`config.mk`:
```
export PLATFORM = sky130hd
export DESIGN_NAME = wb_debug_arbiter
export DESIGN_NICKNAME = d
export VERILOG_FILES = /design/src/rtl/wb_debug_arbiter_pkg.sv /design/src/rtl/wb_dbg_timeout.sv /design/src/rtl/wb_debug_arbiter.sv
export SDC_FILE = /design/constraint.sdc
export NUM_CORES = 1
export LEC_CHECK = 0
export ABC_AREA = 1
export CAP_MARGIN = 20
export CORE_AREA = 10 10 114 116
export CTS_BUF_LIST = sky130_fd_sc_hd__clkbuf_2 sky130_fd_sc_hd__clkbuf_4 sky130_fd_sc_hd__clkbuf_8
export DETAILED_ROUTE_END_ITERATION = 8
export DIE_AREA = 0 0 124 126
export PLACE_DENSITY = 0.72
export SETUP_SLACK_MARGIN = 0.3
export SLEW_MARGIN = 20
export SYNTH_ARGS = -nofsm -noshare
export SYNTH_HDL_FRONTEND = slang
export SYNTH_SLANG_ARGS = --single-unit
```
`constraint.sdc`:
```
create_clock -name wb_clk_i -period 1.8 [get_ports wb_clk_i]
set_input_delay 0.27 -clock wb_clk_i [delete_from_list [all_inputs] [get_ports wb_clk_i]]
set_output_delay 0.27 -clock wb_clk_i [all_outputs]
set_load 0.02 [all_outputs]
```
`src/rtl/wb_debug_arbiter_pkg.sv`:
```
// Shared definitions for the Wishbone debug-register arbiter.
//   arb_state_e      : arbiter FSM encoding (idle / m0 granted / m1 granted)
//   DBG_TIMEOUT_DATA : read data returned to a master whose access timed out
package wb_debug_arbiter_pkg;

    typedef enum logic [1:0] {
        StIdle   = 2'd0,
        StGrant0 = 2'd1,
        StGrant1 = 2'd2
    } arb_state_e;

    localparam logic [31:0] DBG_TIMEOUT_DATA = 32'hDEAD_BEEF;

endpackage

```
`src/rtl/wb_dbg_timeout.sv`:
```
// Bus-timeout watchdog for the debug arbiter.
// Counts cycles in which the granted strobe is waiting for an ack. On the
// TIMEOUT_CYCLES-th unanswered cycle it raises fire_o for one cycle and sets a
// sticky flag that only reset clears.
// Ports:
//   wb_clk_i, wb_rst_i : clock, asynchronous active-high reset
//   stb_i              : strobe of the granted master (before any forcing)
//   ack_i              : slave ack
//   idle_i             : arbiter is idle (clears the counter)
//   fire_o             : timeout occurs this cycle
//   timeout_o          : sticky timeout flag
module wb_dbg_timeout #(
    parameter int unsigned TIMEOUT_CYCLES = 16,
    parameter int unsigned TO_W           = $clog2(TIMEOUT_CYCLES + 1)
) (
    input  logic wb_clk_i,
    input  logic wb_rst_i,
    input  logic stb_i,
    input  logic ack_i,
    input  logic idle_i,
    output logic fire_o,
    output logic timeout_o
);

    logic [TO_W-1:0] to_cnt_q;
    logic            flag_q;

    // A real ack in the same cycle always beats the timeout.
    assign fire_o    = stb_i & ~ack_i & (to_cnt_q == TO_W'(TIMEOUT_CYCLES - 1));
    assign timeout_o = flag_q;

    always_ff @(posedge wb_clk_i or posedge wb_rst_i) begin
        if (wb_rst_i) begin
            to_cnt_q <= '0;
            flag_q   <= 1'b0;
        end else begin
            if (idle_i || ack_i || fire_o) begin
                to_cnt_q <= '0;
            end else if (stb_i) begin
                to_cnt_q <= to_cnt_q + 1'b1;
            end
            if (fire_o) begin
                flag_q <= 1'b1;
            end
        end
    end

endmodule

```
`src/rtl/wb_debug_arbiter.sv`:
```
// Two-master round-robin Wishbone arbiter in front of the debug register slave.
// m0 = management SoC bus, m1 = user-side debug master. A grant is held for the
// whole cyc burst; an idle cycle always separates two grants.
// Ports:
//   wb_clk_i, wb_rst_i        : clock, asynchronous active-high reset
//   m0_* / m1_*               : master-side Wishbone (cyc, stb, we, sel, adr, dat in; ack, dat out)
//   s_*                       : slave-side Wishbone (cyc, stb, we, sel, adr, dat out; ack, dat in)
//   timeout_o                 : sticky bus-timeout flag
// Build option: define WB_DBG_TIMEOUT_EN to enable the bus-timeout watchdog
// (TIMEOUT_CYCLES unanswered strobe cycles). Without it timeout_o is 0 and the
// arbiter waits for s_ack_i indefinitely.
module wb_debug_arbiter
    import wb_debug_arbiter_pkg::*;
#(
    parameter int unsigned TIMEOUT_CYCLES = 16,
    parameter int unsigned TO_W           = $clog2(TIMEOUT_CYCLES + 1)
) (
    input  logic        wb_clk_i,
    input  logic        wb_rst_i,
    input  logic        m0_cyc_i,
    input  logic        m0_stb_i,
    input  logic        m0_we_i,
    input  logic [3:0]  m0_sel_i,
    input  logic [31:0] m0_adr_i,
    input  logic [31:0] m0_dat_i,
    output logic        m0_ack_o,
    output logic [31:0] m0_dat_o,
    input  logic        m1_cyc_i,
    input  logic        m1_stb_i,
    input  logic        m1_we_i,
    input  logic [3:0]  m1_sel_i,
    input  logic [31:0] m1_adr_i,
    input  logic [31:0] m1_dat_i,
    output logic        m1_ack_o,
    output logic [31:0] m1_dat_o,
    output logic        s_cyc_o,
    output logic        s_stb_o,
    output logic        s_we_o,
    output logic [3:0]  s_sel_o,
    output logic [31:0] s_adr_o,
    output logic [31:0] s_dat_o,
    input  logic        s_ack_i,
    input  logic [31:0] s_dat_i,
    output logic        timeout_o
);

    arb_state_e  state_q, state_d;
    logic        last_grant_q, last_grant_d;
    logic        req0, req1;
    logic        grant0, grant1;
    logic        to_fire;
    logic        mux_cyc, mux_stb;
    logic        ack_int;
    logic [31:0] dat_int;

    assign req0   = m0_cyc_i & m0_stb_i;
    assign req1   = m1_cyc_i & m1_stb_i;
    assign grant0 = (state_q == StGrant0);
    assign grant1 = (state_q == StGrant1);

`ifdef WB_DBG_TIMEOUT_EN
    wb_dbg_timeout #(
        .TIMEOUT_CYCLES (TIMEOUT_CYCLES),
        .TO_W           (TO_W)
    ) u_timeout (
        .wb_clk_i  (wb_clk_i),
        .wb_rst_i  (wb_rst_i),
        .stb_i     (mux_stb),
        .ack_i     (s_ack_i),
        .idle_i    (state_q == StIdle),
        .fire_o    (to_fire),
        .timeout_o (timeout_o)
    );
`else
    logic unused_cfg;
    assign unused_cfg = ^{TIMEOUT_CYCLES, TO_W};
    assign to_fire    = 1'b0;
    assign timeout_o  = 1'b0;
`endif

    always_ff @(posedge wb_clk_i or posedge wb_rst_i) begin
        if (wb_rst_i) begin
            state_q      <= StIdle;
            last_grant_q <= 1'b1; // so m0 wins the first tie
        end else begin
            state_q      <= state_d;
            last_grant_q <= last_grant_d;
        end
    end

    always_comb begin
        state_d      = state_q;
        last_grant_d = last_grant_q;
        unique case (state_q)
            StIdle: begin
                if (req0 && (!req1 || last_grant_q)) begin
                    state_d      = StGrant0;
                    last_grant_d = 1'b0;
                end else if (req1) begin
                    state_d      = StGrant1;
                    last_grant_d = 1'b1;
                end
            end
            StGrant0: if (!m0_cyc_i || to_fire) state_d = StIdle;
            StGrant1: if (!m1_cyc_i || to_fire) state_d = StIdle;
            default:  state_d = StIdle;
        endcase
    end

    // Slave-side mux; everything is 0 while idle.
    always_comb begin
        mux_cyc = 1'b0;
        mux_stb = 1'b0;
        s_we_o  = 1'b0;
        s_sel_o = '0;
        s_adr_o = '0;
        s_dat_o = '0;
        if (grant0) begin
            mux_cyc = m0_cyc_i;
            mux_stb = m0_stb_i;
            s_we_o  = m0_we_i;
            s_sel_o = m0_sel_i;
            s_adr_o = m0_adr_i;
            s_dat_o = m0_dat_i;
        end else if (grant1) begin
            mux_cyc = m1_cyc_i;
            mux_stb = m1_stb_i;
            s_we_o  = m1_we_i;
            s_sel_o = m1_sel_i;
            s_adr_o = m1_adr_i;
            s_dat_o = m1_dat_i;
        end
    end

    // A timeout withdraws the cycle from the slave and fakes the ack upstream.
    assign s_cyc_o  = mux_cyc & ~to_fire;
    assign s_stb_o  = mux_stb & ~to_fire;
    assign ack_int  = s_ack_i | to_fire;
    assign dat_int  = to_fire ? DBG_TIMEOUT_DATA : s_dat_i;

    assign m0_ack_o = grant0 & ack_int;
    assign m0_dat_o = grant0 ? dat_int : '0;
    assign m1_ack_o = grant1 & ack_int;
    assign m1_dat_o = grant1 ? dat_int : '0;

endmodule
```
## After elaboration in Yosys (flattened, before gate mapping)

Index checks and enable logic that the tools add are counted.

- Mux-type cells: 21
- Reduce and logical (&&, ||, !) cells: 7
- Equal/unequal tests: 5
- Bitwise logic cells: 4

Operators by type and width:

| operator | number |
|---|---|
| 32-bit 2-to-1 mux | 6 |
| 1-bit 2-to-1 mux | 8 |
| 2-bit 2-to-1 mux | 4 |
| 4-bit 2-to-1 mux | 2 |
| 2-bit case mux with 3 select lines | 1 |
| 1-bit bitwise AND | 4 |
| 2-bit inequality test (second input constant) | 2 |
| 3-bit inequality test (second input constant) | 1 |
| 3-bit AND reduction | 1 |
| 2-bit by 1-bit equality test with 1-bit output (second input constant) | 1 |
| 2-bit equality test (second input constant) | 1 |
| 2-bit zero test | 1 |
| 2-bit AND reduction | 1 |
| 2-bit nonzero test | 1 |
| 1-bit logical AND | 1 |
| 1-bit zero test | 1 |
| 1-bit logical OR | 1 |

- Input port bits: 177
- Output and inout bits: 138
- Flip-flop bits (word level): 3

## Logic depth before layout (Yosys ltp)

Gate-level depths: netlist of the first run.

- Depth after elaboration: 6
- Depth in mapped cells: 6
- Mapped depth without buffers: 5

## Least setup slack after synthesis of the first run

No wires, ideal clock.

- Path kind: reg-to-output
- From: register state_q[1]
- To: output port m0_dat_o[10]
- Data arrival time: 1.051 ns
- Setup slack: 0.479 ns
- Stages on the path, launching flop included: 6
- Required time: 1.530 ns
- Cell sequence: dfrtp_1 > buf_6 > inv_6 > nand2_4 > buf_6 > nor2_1

- Cells in the longest elaborated chain, start to end: 2

Ends and longest elaborated chain:

| element | RTL line | text |
|---|---|---|
| start: declaration | wb_debug_arbiter.sv:47 | `arb_state_e state_q, state_d;` |
| start signal: assignment | wb_debug_arbiter.sv:83 | `state_q <= StIdle;` |
| start signal: assignment | wb_debug_arbiter.sv:86 | `state_q <= state_d;` |
| 2-bit by 1-bit equality test with 1-bit output | wb_debug_arbiter.sv:58 | `assign grant0 = (state_q == StGrant0);` |
| 32-bit 2-to-1 mux | wb_debug_arbiter.sv:142 | `assign m0_dat_o = grant0 ? dat_int : '0;` |
| end: declaration | wb_debug_arbiter.sv:27 | `output logic [31:0] m0_dat_o,` |

No other way between the ends.

## Worst setup path in the final report of the first run

- From: register state_q[1]
- To: output port m0_dat_o[8]

Same word-level chain as after synthesis.

==> results of run 1 <==
[critical path, stage by stage, from the launching register on]
cell      delay [ns]
dfrtp_2         0.49
buf_12          0.17
clkinv_8        0.07
buf_12          0.11
nand2_8         0.07
buf_4           0.14
nor2_2          0.09
buf_4           0.15
[Yosys cell counts]
master	number	area, µm²
buf_2	16	80.1
buf_6	8	90.1
dfrtp_1	2	50.1
buf_4	13	97.6
nand2_4	2	22.5
inv_1	38	143
inv_6	1	8.76
o21ai_1	3	15.0
conb_1	1	3.75
nor2_1	66	248
inv_8	1	11.3
nand2_1	76	285
nand3_1	144	721
dfstp_2	1	26.3
[cell usage in the layout, fill, tap and decap left out, types with 4 or more instances in the layout]
master / Yosys / routed
inv_1: 38 / 38
nand2_2: 0 / 38
buf_6: 8 / 82
buf_16: 0 / 12
nand2_1: 76 / 38
nor2_1: 66 / 36
nand3_1: 144 / 83
nand3_4: 0 / 21
buf_12: 0 / 18
buf_2: 16 / 6
nand2_8: 0 / 4
clkdlybuf4s50_1: 0 / 176
buf_8: 0 / 5
nor2_2: 0 / 26
nor2_4: 0 / 4
buf_4: 13 / 82
clkdlybuf4s15_2: 0 / 7
nand3_2: 0 / 40
clkbuf_16: 0 / 13
[routing by layer]
metal / GRT usage [%] / up-vias / part of all wire [%]
li1: - / 1955 / -
met1: 17.8 / 1940 / 37
met2: 33.1 / 245 / 52
met3: 5.67 / 18 / 9.6
met4: 2.57 / 0 / 1.5
met5: 0 / - / 0
[state kept, by name, summed over array words and instances (netlist names)]
name and count:
last_grant_q 1, state_q 2
[timing repair]
action | in CTS | in global routing
resized for setup | 575 | 352
pin swaps | 19 | 41
cloned | 9 | 22
hold endpoints to repair | 0 | 0
buffers inserted | 19 | 29
endpoints found under the setup margin | 137 | 137
[worst paths after layout]
kind                                     startpoint                  endpoint  slack [ns]  cells after the start
setup / recovery             state_q[1]$_DFFE_PP0P_               m0_dat_o[8]        0.04                      7
hold / removal                             wb_rst_i    state_q[0]$_DFFE_PP0P_        0.24                      2
setup reg to reg             state_q[1]$_DFFE_PP0P_    state_q[1]$_DFFE_PP0P_        0.35                      8
hold reg to reg            last_grant_q$_DFFE_PP1P_  last_grant_q$_DFFE_PP1P_        0.49                      2
max in group asynchronous                  wb_rst_i  last_grant_q$_DFFE_PP1P_        1.34                      2
min in group wb_clk_i      last_grant_q$_DFFE_PP1P_  last_grant_q$_DFFE_PP1P_        0.49                      2
[final cells by class]
class / instances / area (µm²) / share of cell area, %
Sequential cell: 3 / 78.8 / 1.12
Inverter: 40 / 189 / 2.69
Timing Repair inverter: 1 / 16.3 / 0.231
Timing Repair Buffer: 402 / 4510 / 64.1
Tap cell: 140 / 175 / 2.49
Multi-Input combinational cell: 295 / 2020 / 28.7
Clock buffer: 4 / 48.8 / 0.694
[through the flow]
step	TNS, ns	hold WS, ns	utilization [%]
floorplan	0	0.0229	-
global placement	-5.07	0.469	47.2
detailed placement	-7.80	0.472	47.2
CTS	0	0.241	53.1
global route	-0.00961	0.261	65.7
finish	0	0.236	65.7
[kinds of logic (layout without fill, tap and decap cells)]
group	count (synthesis)	count (layout)	synth area share, %
buffers and inverters	77	447	23.9
AND/OR/NAND/NOR	288	291	70.8
AO/OA/AOI/OAI	3	3	0.833
other	1	1	0.208
flip-flops	3	3	4.24
[report_power, final]
part           switching [mW]  internal, mW
sequential             0.0260        0.0963
combinational            2.24          2.37
clock                  0.0471         0.166
total                    2.31          2.63
==> flow_summary.toml, run 1 <==
[clock_tree]
cts_tree = "built"
clkTransAtPathRegs_ns = 0.03
cts_root_buf = "clkbuf_8"
clkSinkCount = 3
htreeDepth = 1
numCtsBuffers = 3
cts_hold_buf = 0
clockBufferDepth = 2
insertion_delay_ns = 0.22

[grt]
grt_pass1_wl_um = 21400
antenna_found_initial = 0
gr-total-overflow = 0
grt_max_degree = 37
grtUsageTotal_pct = 17.3
grt_pass1_vias = 3801

[place]
dpl_cell_area_mm2 = 0.00505
gp_congestion = 0.863
dp_slack_ns = -0.115
dpl.hpwl_um = 11700
dp.cells = 802
portBuffers = 313

[detailed_routing]
via_count = 4158
routed_via_density = 4.70
route.detailed.drc = 0
firstDrtPassIters = 4
drt_iter0_markers = 200
postRouteAntennaNets = 0
wl_per_cell_um = 21.4
drt_wl_total_um = 18900

[layout]
n_antenna_cell = 0
finalNonFillerCells = 885
postLayoutCellArea_mm2 = 0.00703
syn_to_final_growth_pct = 290
fillers = 841
nets = 923
drive_above_1_share_pct = 49.7

[die]
die_y_um = 126
start_util_pct = 16.8
ios = 315
dieArea_mm2 = 0.0156
num_rows = 38
die_w_um = 124
core_area_mm2 = 0.0107

[sta]
setup_viol = 0
post-route-period-util_pct = 97.8
slew_viol_final = 0
layout_setup_ws_ns = 0.0403
hold_viol_final = 0
max_freq_ghz = 0.568
clock_skew_ns = 0.00508
rsz0062_at_grt = "yes"
min_period_ns = 1.76

[setup_path]
critPathMaxFanout = 9
required_ns = 1.53
critPathKind = "flop to output pin"
end_kind = "output pin"
cp-start-kind = "flop"
arrival_ns = 1.49

[run_status]
outcome = "finished, final reports clean"

[logic_synthesis]
synth_area_mm2 = 0.00180
seq_area_frac_synth_pct = 4.24
syn_nets = 549
synth_cells = 372
ys_warn_count = 0
syn_avg_cell_area_um2 = 4.84
synth_seq_cells = 3
synth.distinct_cells = 14

[power_and_ir_drop]
ir_drop_mv = 0.337
p_total_mw = 4.94
p_leak_nw = 3.29
power.density_mw_per_mm2 = 703

[job]
drv_cap = 0

[worst_hold_path]
hp-class = "input port to asynchronous set/reset pin"
Power figures use the tool's default switching activity.
==> inputs of run 2 (changes only) <==
--- a/config.mk
+++ b/config.mk
@@ -12,6 +12,7 @@
 export DETAILED_ROUTE_END_ITERATION = 8
 export DIE_AREA = 0 0 124 126
 export PLACE_DENSITY = 0.72
+export RECOVER_POWER = 100
 export SETUP_SLACK_MARGIN = 0.3
 export SLEW_MARGIN = 20
 export SYNTH_ARGS = -nofsm -noshare
==> run 2 against run 1 <==
Against the previous run:
- total power decreased by 3.2%
- worst hold slack improved by 0.14 ns
- critical path type unchanged
- cell count unchanged
- largest power group unchanged
==> flow_summary.toml, run 2 (synthesis gave the netlist of run 1 again) <==
[run_status]
outcome = "finished, final reports clean"

[power_and_ir_drop]
ir_drop_mv = 0.314
internal-power_mw = 2.49
swShare_pct = 47.9
power_frac_comb_pct = 93.0
p_leak_nw = 3.17
seqPwrFrac_pct = 2.6
power_switching_mw = 2.29
power.density_mw_per_mm2 = 703
clock_power_share_pct = 4.5

[setup_path]
crit_slowest_cell = "dfrtp_2"
r2r-end = "state_q[1]$_DFFE_PP0P_"
critPathMaxFanout = 8
critPathKind = "flop to output pin"
rr_worst_depth = 8
crit_end = "s_adr_o[6]"
cp-start-kind = "flop"
required_ns = 1.53
reg2reg_slack_ns = 0.37
end_kind = "output pin"
crit_chain = "clkinv_8 > buf_2 > clkbuf_16 > nand3_1 > nand2_2 > buf_6"
slowest_delay_ns = 0.49
arrival_ns = 1.51
r2r-start = "state_q[1]$_DFFE_PP0P_"
worstSetupStartpoint = "state_q[1]$_DFFE_PP0P_"

[die]
die_w_um = 124
die_y_um = 126
start_util_pct = 16.8
num_rows = 38
dieArea_mm2 = 0.0156
core_area_mm2 = 0.0107
ios = 315

[grt]
grt_max_degree = 37
grtUsageTotal_pct = 17.3
gr-total-overflow = 0
grt_pass1_vias = 3801
antenna_found_initial = 0
grt_pass1_wl_um = 21400

[place]
gp_congestion = 0.863
portBuffers = 313
dpl_cell_area_mm2 = 0.00505
dpl.hpwl_um = 11700

[sta]
setup_viol = 0
clock_skew_ns = 0.00508
rsz0062_at_grt = "yes"
min_period_ns = 1.78
slew_viol_final = 0
post-route-period-util_pct = 98.9
max_freq_ghz = 0.562
hold_viol_final = 0

[detailed_routing]
drt_iter0_markers = 210
firstDrtPassIters = 4
routed_via_density = 4.66
postRouteAntennaNets = 0
route.detailed.drc = 0
drt_wl_total_um = 18900
via_count = 4123
wl_per_cell_um = 21.4

[layout]
syn_to_final_growth_pct = 278
n_antenna_cell = 0
reg_top3 = "state_q x2, last_grant_q x1"
largest_reg_flops = 2
fillers = 886
drive_above_1_share_pct = 47.2
multi_input_area_mm2 = 0.00201
regArea_um2 = 78.8
final_cell_mix = "175 x clkdlybuf4s50_1, 83 x nand3_1, 70 x buf_6"
layout.core_utilization_pct = 63.6
regMostFlops = "state_q"
postLayoutCellArea_mm2 = 0.00680
nets = 923
final_common_cell = "clkdlybuf4s50_1"

[clock_tree]
cts_hold_buf = 0
cts_tree = "built"
clockBufferDepth = 2
cts_root_buf = "clkbuf_8"
insertion_delay_ns = 0.22
clkSinkCount = 3
htreeDepth = 1
numCtsBuffers = 3
clkTransAtPathRegs_ns = 0.03

[job]
drv_cap = 0

[worst_hold_path]
hp-class = "input port to asynchronous set/reset pin"
==> run 2: power groups by stage <==
stage,clock (mW),combinational (mW),sequential (mW)
after floorplan,0,1.46,0.102
after global placement,0,2.87,0.133
after detailed placement,0,2.91,0.134
after CTS,0.217,3.43,0.116
after global routing,0.230,4.65,0.125
final,0.213,4.45,0.122
==> run 2: worst min path at each step <==
stage	slack [ns]	start	depth (start not counted)	endpoint
after floorplan	0.02	wb_rst_i	1	state_q[0]$_DFFE_PP0P_
after global placement	0.47	wb_rst_i	2	state_q[0]$_DFFE_PP0P_
after detailed placement	0.47	wb_rst_i	2	state_q[0]$_DFFE_PP0P_
after CTS	0.24	wb_rst_i	2	state_q[0]$_DFFE_PP0P_
after global routing	0.39	wb_rst_i	2	state_q[0]$_DFFE_PP0P_
final	0.37	wb_rst_i	2	state_q[0]$_DFFE_PP0P_
==> run 2: final cells by class <==
cell class,instances,area share (%)
flip-flops and latches,3,1.16
inverters,40,2.78
well taps,140,2.57
repair inverters,1,0.239
clock buffers,4,0.717
multi-input cells,295,29.5
repair buffers,402,63.0
==> run 2: per-stage QoR <==
step                setup TNS [ns]  cells  setup WS [ns]  hold WS [ns]  total power, mW
floorplan                        0    372          0.479        0.0229             1.56
global placement             -5.07    802        -0.0829         0.469             3.00
detailed placement           -7.80    802         -0.115         0.472             3.04
CTS                              0    834        0.00234         0.241             3.76
global route               -0.0390    885        -0.0194         0.395             5.00
finish                           0    885         0.0206         0.373             4.78
==> run 2: repair_timing <==
action | in CTS | in global routing
cloned | 9 | 22
pin swaps | 19 | 41
gates resized for setup | 575 | 352
buffers inserted | 19 | 29
endpoints found under the setup margin | 137 | 137
==> run 2: worst max-delay path, delay by kind of cell, from the launching register on <==
family                 cells  cell delay, ns
buffers and inverters      4            0.60
flip-flops                 1            0.49
AND/OR/NAND/NOR            2            0.20
==> run 2: per-layer routing <==
metal	routed length, µm	vias to the layer above	track usage (%)
met4	286	0	2.57
li1	-	1952	-
met2	9760	226	33.1
met3	1560	18	5.67
met5	0	-	0
met1	7330	1927	17.8
==> inputs of run 3 (changes only) <==
--- a/config.mk
+++ b/config.mk
@@ -8,7 +8,6 @@
 export ABC_AREA = 1
 export CAP_MARGIN = 20
 export CORE_AREA = 10 10 114 116
-export CTS_BUF_LIST = sky130_fd_sc_hd__clkbuf_2 sky130_fd_sc_hd__clkbuf_4 sky130_fd_sc_hd__clkbuf_8
 export DETAILED_ROUTE_END_ITERATION = 8
 export DIE_AREA = 0 0 124 126
 export PLACE_DENSITY = 0.72
==> run 3 against run 2 <==
Against the previous run:
- wire length down 0.23%
- clock skew is essentially flat
- register-to-register slack about the same
- sequential cell count unchanged
- critical endpoint unchanged
- count of clock-buffer cells in the layout stayed put
- via count about the same
- utilization fell by 0.89 points
- critical path depth unchanged
- cell count unchanged
- worst hold slack about the same
- cell area down 1.4%
- non-clock buffer count stayed put
==> flow_summary.toml, run 3 (synthesis gave the netlist of run 1 again) <==
[die]
die_w_um = 124
core_area_mm2 = 0.0107
die_y_um = 126
dieArea_mm2 = 0.0156
start_util_pct = 16.8
ios = 315
num_rows = 38

[detailed_routing]
firstDrtPassIters = 4
drt_iter0_markers = 211
postRouteAntennaNets = 0
route.detailed.drc = 0
via_count = 4119
routed_via_density = 4.65
drt_wl_total_um = 18900
wl_per_cell_um = 21.3

[setup_path]
worst-path-buf-inv = 4
crit_slowest_cell = "dfrtp_2"
reg2reg_slack_ns = 0.37
crit_chain = "clkinv_8 > buf_8 > clkbuf_4 > nand3_1 > nand2_2 > buf_6"
arrival_ns = 1.51
rr_worst_depth = 8
critPathKind = "flop to output pin"
worstSetupStartpoint = "state_q[1]$_DFFE_PP0P_"
cp-start-kind = "flop"
slowest_delay_ns = 0.49
required_ns = 1.53
end_kind = "output pin"
r2r-start = "state_q[1]$_DFFE_PP0P_"
critPathMaxFanout = 8
path_delay_family = "buffers and inverters"
r2r-end = "state_q[1]$_DFFE_PP0P_"

[sta]
min_period_ns = 1.78
hold_viol_final = 0
max_freq_ghz = 0.562
post-route-period-util_pct = 98.8
setup_viol = 0
slew_viol_final = 0
clock_skew_ns = 0.00542
rsz0062_at_grt = "yes"
layout_setup_ws_ns = 0.0208

[clock_tree]
clkTransAtPathRegs_ns = 0.03
cts_hold_buf = 0
clkSinkCount = 3
numCtsBuffers = 3
insertion_delay_ns = 0.22
cts_root_buf = "clkbuf_8"
clockBufferDepth = 2
cts_tree = "built"
htreeDepth = 1

[layout]
n_antenna_cell = 0
drive_above_1_share_pct = 47.0
largest_reg_flops = 2
final_cell_mix = "175 x clkdlybuf4s50_1, 82 x nand3_1, 54 x buf_4"
postLayoutCellArea_mm2 = 0.00671
reg_top3 = "state_q x2, last_grant_q x1"
nets = 923
final_common_cell = "clkdlybuf4s50_1"
syn_to_final_growth_pct = 272
regMostFlops = "state_q"

[run_status]
outcome = "finished, final reports clean"

[place]
gp_congestion = 0.863
dpl_cell_area_mm2 = 0.00505
dpl.hpwl_um = 11700
dp_slack_ns = -0.115
portBuffers = 313

[grt]
gr-total-overflow = 0
grt_pass1_vias = 3800
grt_pass1_wl_um = 21400
grtUsageTotal_pct = 17.3
antenna_found_initial = 0
grt_max_degree = 37

[power_and_ir_drop]
power.density_mw_per_mm2 = 698
p_leak_nw = 3.15
ir_drop_mv = 0.311
p_total_mw = 4.68

[worst_hold_path]
hp-class = "input port to asynchronous set/reset pin"

[job]
drv_cap = 0
## run 3: cell types whose count changed in the layout (fill, tap and decap cells not counted)
cell,change
buf_2,+4
buf_4,+3
buf_6,-17
clkbuf_1,+1
clkbuf_2,+7
clkbuf_4,+2
nand2_1,+2
nand2_2,-2
nand3_1,-1
nand3_2,+1
## run 3: how the worst max path moves through the flow
stage	end	slack, ns	depth (start not counted)
floorplan	m0_dat_o[10]	0.48	5
global placement	m0_dat_o[22]	-0.08	4
detailed placement	s_adr_o[20]	-0.11	5
CTS	s_cyc_o	0.002	6
global route	s_adr_o[6]	-0.02	6
finish	s_adr_o[6]	0.02	6
## run 3: layout make-up
class	instances	area, µm²
repair buffers	402	4200
fillers	910	3990
multi-input cells	295	2010
inverters	40	189
well taps	140	175
flip-flops and latches	3	78.8
clock buffers	4	45.0
repair inverters	1	16.3
## run 3: per-stage QoR
step	hold slack (ns)	setup TNS [ns]	utilization (%)	instances
2_1_floorplan	0.0229	0	-	372
3_3_place_gp	0.469	-5.07	47.2	802
3_5_place_dp	0.472	-7.80	47.2	802
4_1_cts	0.241	0	53.0	834
5_1_grt	0.395	-0.0297	62.7	885
6_report	0.373	0	62.7	885
## run 3: routing by layer
layer | up-vias | track usage (%) | share of wire, %
met4 | 0 | 2.57 | 1.9
li1 | 1949 | - | -
met5 | - | 0 | 0
met2 | 242 | 33.1 | 51
met3 | 26 | 5.67 | 9.3
met1 | 1902 | 17.8 | 38
## run 3: worst reg2reg max path: stages, from the launching register on
cell and delay (ns):
dfrtp_2 0.49, clkinv_8 0.12, buf_12 0.14, buf_6 0.13, buf_4 0.13, nand2_1 0.10
inv_1 0.05, nand3_1 0.07, nand2_1 0.07
## run 3: report_power, final
| group | internal, mW | switching (mW) |
|---|---|---|
| registers | 0.0962 | 0.0256 |
| logic | 2.16 | 2.20 |
| clock network | 0.151 | 0.0470 |
## run 3: what timing repair did
item / CTS / global route
pin swaps: 19 / 42
endpoints found under the setup margin: 137 / 137
cloned: 9 / 22
gates resized for setup: 575 / 355
setup buffers: 19 / 29
